`src/rtl/mux_pkg.sv`:
```
// Shared constants for the 8-way round-robin collector: word/channel/select widths and FSM encoding.
package mux_pkg;
  localparam int WIDTH = 16;
  localparam int NCH   = 8;
  localparam int SEL_W = 3;

  localparam logic [0:0] ST_EMPTY = 1'b0;
  localparam logic [0:0] ST_FULL  = 1'b1;
endpackage

```
`src/rtl/Mux8Way16.sv`:
```
// 16-bit 8-way combinational selector; zero latency, no flow control.
module Mux8Way16 (
  input  logic [15:0] a,
  input  logic [15:0] b,
  input  logic [15:0] c,
  input  logic [15:0] d,
  input  logic [15:0] e,
  input  logic [15:0] f,
  input  logic [15:0] g,
  input  logic [15:0] h,
  input  logic [2:0]  sel,
  output logic [15:0] out
);
  always_comb begin
    case (sel)
      3'd0:    out = a;
      3'd1:    out = b;
      3'd2:    out = c;
      3'd3:    out = d;
      3'd4:    out = e;
      3'd5:    out = f;
      3'd6:    out = g;
      default: out = h;
    endcase
  end
endmodule

```
`src/rtl/rr_arbiter8.sv`:
```
// Combinational 8-way round-robin arbiter: first request at or after ptr wins, wrapping 7->0.
// gnt is gated by en; gnt_idx/any report the winner regardless of en.
module rr_arbiter8
  import mux_pkg::*;
(
  input  logic [NCH-1:0]   req,
  input  logic [SEL_W-1:0] ptr,
  input  logic             en,
  output logic [NCH-1:0]   gnt,
  output logic [SEL_W-1:0] gnt_idx,
  output logic             any
);
  logic             found;
  logic [SEL_W-1:0] idx;

  always_comb begin
    gnt     = '0;
    gnt_idx = '0;
    found   = 1'b0;
    idx     = '0;
    // 3-bit index arithmetic provides the modulo-8 wrap for free
    for (int i = 0; i < NCH; i++) begin
      idx = ptr + SEL_W'(i);
      if (!found && req[idx]) begin
        found   = 1'b1;
        gnt_idx = idx;
      end
    end
    any = found;
    if (en && found) gnt[gnt_idx] = 1'b1;
  end
endmodule

```
`src/rtl/mux8way_rr_collector.sv`:
```
// Merges 8 valid/ready channels into one registered, source-tagged stream; 1-cycle latency, full throughput.
// Output stalls (out_valid && !out_ready) freeze the register and withhold every in_ready.
module mux8way_rr_collector
  import mux_pkg::*;
(
  input  logic                 clk,
  input  logic                 rst_n,
  input  logic [NCH-1:0]       in_valid,
  input  logic [NCH*WIDTH-1:0] in_data,
  output logic [NCH-1:0]       in_ready,
  output logic                 out_valid,
  output logic [WIDTH-1:0]     out_data,
  output logic [SEL_W-1:0]     out_sel,
  input  logic                 out_ready
);
  logic [0:0]       state;
  logic [SEL_W-1:0] ptr;
  logic             load;
  logic [NCH-1:0]   gnt;
  logic [SEL_W-1:0] gnt_idx;
  logic             any;
  logic [WIDTH-1:0] sel_data;

  assign load = (state == ST_EMPTY) || out_ready;

  rr_arbiter8 u_arb (
    .req     (in_valid),
    .ptr     (ptr),
    .en      (load && rst_n),
    .gnt     (gnt),
    .gnt_idx (gnt_idx),
    .any     (any)
  );

  Mux8Way16 u_mux (
    .a   (in_data[0*WIDTH +: WIDTH]),
    .b   (in_data[1*WIDTH +: WIDTH]),
    .c   (in_data[2*WIDTH +: WIDTH]),
    .d   (in_data[3*WIDTH +: WIDTH]),
    .e   (in_data[4*WIDTH +: WIDTH]),
    .f   (in_data[5*WIDTH +: WIDTH]),
    .g   (in_data[6*WIDTH +: WIDTH]),
    .h   (in_data[7*WIDTH +: WIDTH]),
    .sel (gnt_idx),
    .out (sel_data)
  );

  assign in_ready  = gnt;
  assign out_valid = (state == ST_FULL);

  always_ff @(posedge clk) begin
    if (!rst_n) begin
      state    <= ST_EMPTY;
      ptr      <= '0;
      out_data <= '0;
      out_sel  <= '0;
    end else if (load) begin
      if (any) begin
        state    <= ST_FULL;
        out_data <= sel_data;
        out_sel  <= gnt_idx;
        ptr      <= gnt_idx + SEL_W'(1);
      end else begin
        state <= ST_EMPTY;
      end
    end
  end
endmodule

```
`config.mk`:
```
export PLATFORM = sky130hd
export DESIGN_NAME = mux8way_rr_collector
export DESIGN_NICKNAME = d
export VERILOG_FILES = /design/src/rtl/mux_pkg.sv /design/src/rtl/Mux8Way16.sv /design/src/rtl/rr_arbiter8.sv /design/src/rtl/mux8way_rr_collector.sv
export SDC_FILE = /design/constraint.sdc
export NUM_CORES = 1
export LEC_CHECK = 0
export ABC_AREA = 1
export CAP_MARGIN = 25
export CORE_MARGIN = 2
export CORE_UTILIZATION = 37
export CTS_CLUSTER_SIZE = 25
export DETAILED_ROUTE_END_ITERATION = 16
export PLACE_DENSITY = 0.87
export REMOVE_ABC_BUFFERS = 1
export SYNTH_ARGS = -nofsm -noshare
export SYNTH_HDL_FRONTEND = slang
export SYNTH_SLANG_ARGS = --single-unit
```
`constraint.sdc`:
```
create_clock -name clk -period 4.4 [get_ports clk]
set_input_delay 1.1 -clock clk [delete_from_list [all_inputs] [get_ports clk]]
set_output_delay 1.1 -clock clk [all_outputs]
set_load 0.1 [all_outputs]
```
Word level (Yosys, flattened, before mapping) --
Index checks and enable logic that the tools add are counted.
Operators by class: $add $sub $neg 8, order comparisons 10, equal/unequal tests 6, muxes and demuxes 37, bitwise logic cells 1, reduce and logical (&&, ||, !) cells 20
Operators with widths (count):
- $pmux W16 S7 | 1
- $lt A3 B4 Y1 const B | 9
- $bmux W1 S3 | 8
- $mux W3 | 8
- $mux W1 | 18
- $add A3 B3 Y3 const B | 4
- $logic_and A1 B1 Y1 | 10
- $eq A3 B3 Y1 const B | 3
- $mux W8 | 1
- $logic_not A1 Y1 | 7
- $add A3 B1 Y3 const B | 2
- $add A3 B2 Y3 const B | 2
- $eq A3 B2 Y1 const B | 2
- $demux W1 S3 | 1
- $eq A3 B1 Y1 const B | 1
- $ge A3 B1 Y1 const B | 1
- $logic_not A3 Y1 | 1
- $reduce_and A2 Y1 | 1
- $logic_or A1 B1 Y1 | 1
- $not A1 Y1 | 1
Storage, ports and cells: bits in registers 23, bits of input ports 139, output and inout port bits 28, word-level logic and storage cells 86

Depth between registers and ports, before layout --
depth in word-level cells 29, gate-level depth with buffers 30, gate-level depth less buffers 24

Modules after synthesis --
A second synthesis with hierarchy kept.
Unflattened totals: cell total of the unflattened synthesis 565, area, all modules 3255.6 µm²
Modules (own cells, without submodules):
- Mux8Way16 | instances 1, cells each 277, area each 1338.8 µm², sequential area each 0.0 µm²
- mux8way_rr_collector | instances 1, cells each 132, area each 978.4 µm², sequential area each 460.4 µm²
- rr_arbiter8 | instances 1, cells each 156, area each 938.4 µm², sequential area each 0.0 µm²

Least setup slack after synthesis --
Ideal clock, no wire load.
kind in2out, start point input port in_valid[7], end point output port in_ready[0], arrival 3.749 ns, data required time 3.300 ns, path slack -0.449 ns, stages on the path 14, path buffers 1, path through nand2_1 nand3_1 nand3_2 nand2_2 nor2_4 nand4_4 nor2_8 nand3_4 nand2_4 nand2_8 buf_8 inv_2 nand2_1 nor2_1
Between the ends: longest elaborated chain between the ends 29, elaborated cells on any way between the ends 53, classes of those cells 2 x order compare; 35 x mux; 16 x reduce/logical
RTL lines:
- start: declaration | RTL line mux8way_rr_collector.sv:8 | input logic [NCH-1:0] in_valid,
- $bmux W1 S3 | RTL line rr_arbiter8.sv:24 | if (!found && req[idx]) begin
- $mux W1 (not written as such) | RTL line rr_arbiter8.sv:24
- $mux W1 | RTL line rr_arbiter8.sv:24
- $logic_not A1 Y1 | RTL line rr_arbiter8.sv:24
- $logic_and A1 B1 Y1 | RTL line rr_arbiter8.sv:24
- $mux W1 | RTL line rr_arbiter8.sv:24
- $logic_not A1 Y1 | RTL line rr_arbiter8.sv:24
- $logic_and A1 B1 Y1 | RTL line rr_arbiter8.sv:24
- [... 13 more ...]
- $logic_not A1 Y1 | RTL line rr_arbiter8.sv:24
- $logic_and A1 B1 Y1 | RTL line rr_arbiter8.sv:24
- $mux W3 | RTL line rr_arbiter8.sv:24
- $lt A3 B4 Y1 (not written as such) or $ge A3 B1 Y1 (tied branches) | RTL line rr_arbiter8.sv:30 | if (en && found) gnt[gnt_idx] = 1'b1;
- $logic_and A1 B1 Y1 (not written as such) | RTL line rr_arbiter8.sv:30
- $mux W1 (not written as such) | RTL line rr_arbiter8.sv:30
- $demux W1 S3
- $mux W8 * | RTL line rr_arbiter8.sv:30
- end: declaration | RTL line mux8way_rr_collector.sv:10 | output logic [NCH-1:0] in_ready,
Mark *: on every way between the ends. The rest lies on a longest branch, timed or not. The select of a mux whose other input is x is not followed.

Final worst setup path --
start point input port in_valid[3], end point output port in_ready[3]
Between the ends: longest elaborated chain between the ends 29, elaborated cells on any way between the ends 53, classes of those cells 2 x order compare; 35 x mux; 16 x reduce/logical
RTL lines:
- $bmux W1 S3 | RTL line rr_arbiter8.sv:24
- $mux W1 (not written as such) | RTL line rr_arbiter8.sv:24
- $mux W1 | RTL line rr_arbiter8.sv:24
- $logic_not A1 Y1 | RTL line rr_arbiter8.sv:24
- $logic_and A1 B1 Y1 | RTL line rr_arbiter8.sv:24
- $mux W1 | RTL line rr_arbiter8.sv:24
- $logic_not A1 Y1 | RTL line rr_arbiter8.sv:24
- $logic_and A1 B1 Y1 | RTL line rr_arbiter8.sv:24
- [... 14 more ...]
- $logic_and A1 B1 Y1 | RTL line rr_arbiter8.sv:24
- $mux W3 * | RTL line rr_arbiter8.sv:24
- named net gnt_idx[1] | RTL line mux8way_rr_collector.sv:20 | logic [SEL_W-1:0] gnt_idx;
- $lt A3 B4 Y1 (not written as such) or $ge A3 B1 Y1 (tied branches) | RTL line rr_arbiter8.sv:30
- $logic_and A1 B1 Y1 (not written as such) | RTL line rr_arbiter8.sv:30
- $mux W1 (not written as such) | RTL line rr_arbiter8.sv:30
- $demux W1 S3 *
- $mux W8 * | RTL line rr_arbiter8.sv:30
Mark *: on every way through the listed nets, which the timed path passes. The rest lies on a longest branch. The select of a mux whose other input is x is not followed.

==> summary.md <==
| Metric | Value |
|---|---|
| CP Launch Type | primary input |
| Worst EP arrival | roughly 3100 ps |
| Core area | slightly above 8000 µm² |
| Final critical-path share of the clock period | 0.962 |
| H-tree Lvls | 1 |
| First-pass GRT wire length | just over 20,000 µm |
| Worst r2r src | ptr[0] |
| Io pins | around 170 |
| Final setup viols | 0 |
| Initial core utilization | 0.387 |
| Tmin final | approximately 4200 ps |
| First-pass DRT Iterations | 5 |
| Hold Vio Cnt, Final | 0 |
| Tightest Hold Check Type | register to register |
| Final WS setup | roughly 170 ps |
| Fmax | 236 MHz |
| # clock sinks | 23 |
| Most frequent cells in the layout | nand2_1, clkdlybuf4s50_1, nor2_1 |
| Critical R2R Capture | out_data[10] |
| Hold Buf Count CTS | 0 |
| DRC violations left | 0 |
| Post-Place Worst Slack | -174 ps |
| Post-Layout Cell Count | approximately 800 |
| Worst reg-to-reg setup slack | roughly 540 ps |
| Vias per inst | between 5 and 6 |
| Routed Antenna Nets | 0 |
| RSZ-0062 raised after global routing | no |
| Slew Viols, Final | 0 |
| Placed insts | a little over 800 |
| DP HPWL | between 9000 and 10,000 µm |
| Share of layout cells above drive strength 1 | 0.221 |
| Sequential area share after synthesis | 0.143 |
| Least-Margin Pin Slew | between 1000 and 1500 ps |
| Flops & latches, synth | 23 |
| Ys Warns | 0 |
| Count of cell types in the netlist | 36 |
| Relative max-transition margin | 0.301 |
| Crit. End Element | primary output |
| GRT Residual Overflow | 0 |
| Area Growth Syn to Fin | 67.7% |
| Critical Path RT | 3300 ps |
| Row count | 33 |
| Gate Count Post-Synth | 539 |
| Layout Nets | about 860 |
| Status | complete, no violations |
| Setup_tns | 0 ps |
| Worst r2r path cells | 28 |
| Wire length per cell | between 15 and 20 µm |
| Vias | roughly 4,300 |
| CP Max Fanout | 4 |
| CTS tree | built |
| Maximum buffer depth of the clock tree | 2 |
| Final Skew | ~2.9 ps |
| Total CTS buffers | 3 |
| All-Layer GR Usage | 0.257 |
| Max_cap viols | 0 |
| Number of global-route vias before repair | between 4,000 and 5,000 |
| Die width | approximately 97 µm |
| Diode count | 0 |
| Initial antenna violation count | 0 |
| Routed wire length | between 10,000 and 15,000 µm |
| Die footprint | 9440 µm² |
| Initial DRC Count | 195 |
| Hold Crit Endpoint | out_data[0] |
| Min-delay src | out_data[0] |
| Root Buffer | clkbuf_8 |
| IO buf count | around 170 |
| Critical path type | primary input to primary output |
| Routability Congestion | about 0.95 |
| Syn_area_per_cell | 5.96 µm² |
| Layout Utilization | 0.649 |
| Largest net degree at the start of global routing | between 40 and 50 |
| Chip height | a little under 100 µm |
| Hold Path Cell Cnt | 2 |
| Skew-Pair Late Insertion Delay | 260 ps |
| Post-Syn Area | approximately 3200 µm² |
| Reg clk slew, reported paths | around 80 ps |
-- worst max-delay path: stages --
cell and delay, ps:
dlygate4sd2_1 260, nand2_2 90, nand3_2 100, nand3_4 120, nand2_4 70, nor2_4 160
nand4_4 130, nor2_8 140, nand3b_1 150, o21ai_1 110, inv_1 40, nand2_1 80
o21ai_2 70, inv_2 120, nand2_4 80, nor2_4 120, buf_12 180
-- worst max-delay path by stage --
stage | from | end | slack (ps)
5_1_grt | in_valid[4] | in_ready[3] | 60
4_1_cts | in_valid[5] | in_ready[4] | 0.6
3_3_place_gp | in_valid[7] | in_ready[2] | -30
2_1_floorplan | in_valid[7] | out_data[0] | -1080
3_5_place_dp | in_valid[7] | in_ready[3] | -170
6_report | in_valid[3] | in_ready[3] | 170
-- synth_stat cells (all sizes together) --
library cell	count	area, µm²
a21oi	19	95.1
a31oi	1	6.26
buf	21	175
clkbuf	14	52.6
dfxtp	23	460
ha	7	87.6
inv	42	158
nand2	177	736
nand3	73	611
nand3b	1	7.51
nand4	42	278
nor2	97	388
nor3	1	5.00
nor4	1	6.26
o2111ai	1	8.76
o21ai	12	71.3
o22ai	1	6.26
o31ai	1	7.51
xnor2	2	17.5
xor2	3	33.8
-- through the flow --
step,instance area [µm²],hold WS [ps]
global placement,5150,438
global route,5380,479
CTS,5310,459
finish,5380,457
detailed placement,5150,443
floorplan,2980,684
-- routing by layer --
layer | wire, µm | vias up | track usage | part of all wire
met5 | 0 | - | 0 | 0
met4 | 412 | 0 | 0.0888 | 0.032
met3 | 1000 | 36 | 0.0374 | 0.077
met2 | 6590 | 209 | 0.485 | 0.51
met1 | 4930 | 1985 | 0.292 | 0.38
li1 | - | 2108 | - | -
-- cells by family (layout without fill, tap and decap cells) --
kind of cell	after synthesis	after routing	share of synthesized area
buffers and inverters	77	253	0.120
xor gates and xnor gates	5	5	0.0160
AOI/OAI and AO/OA	35	35	0.0608
and+or+nand+nor	392	392	0.632
adders and majority gates	7	7	0.0273
DFF	23	23	0.143
-- layout make-up --
type / count / area (µm²)
Tap cell: 105 / 131
Timing Repair Buffer: 207 / 2060
Multi-Input combinational cell: 439 / 2520
Sequential cell: 23 / 460
Clock buffer: 4 / 45.0
Inverter: 42 / 160
Fill cell: 697 / 2920
-- repair_timing --
item / 4_1_cts / 5_1_grt
gates resized for setup: 36 / 18
buffers inserted: 2 / 2
pin swaps: 13 / 12
setup endpoints to repair: 8 / 24
-- flip-flops by register name (all words and copies together), names as in the netlist --
name and cells:
out_data 16, out_sel 3, out_valid 1, ptr 3
Power is not shown: default switching activity piles up to over one toggle a cycle in this logic, so the estimate is an artifact.
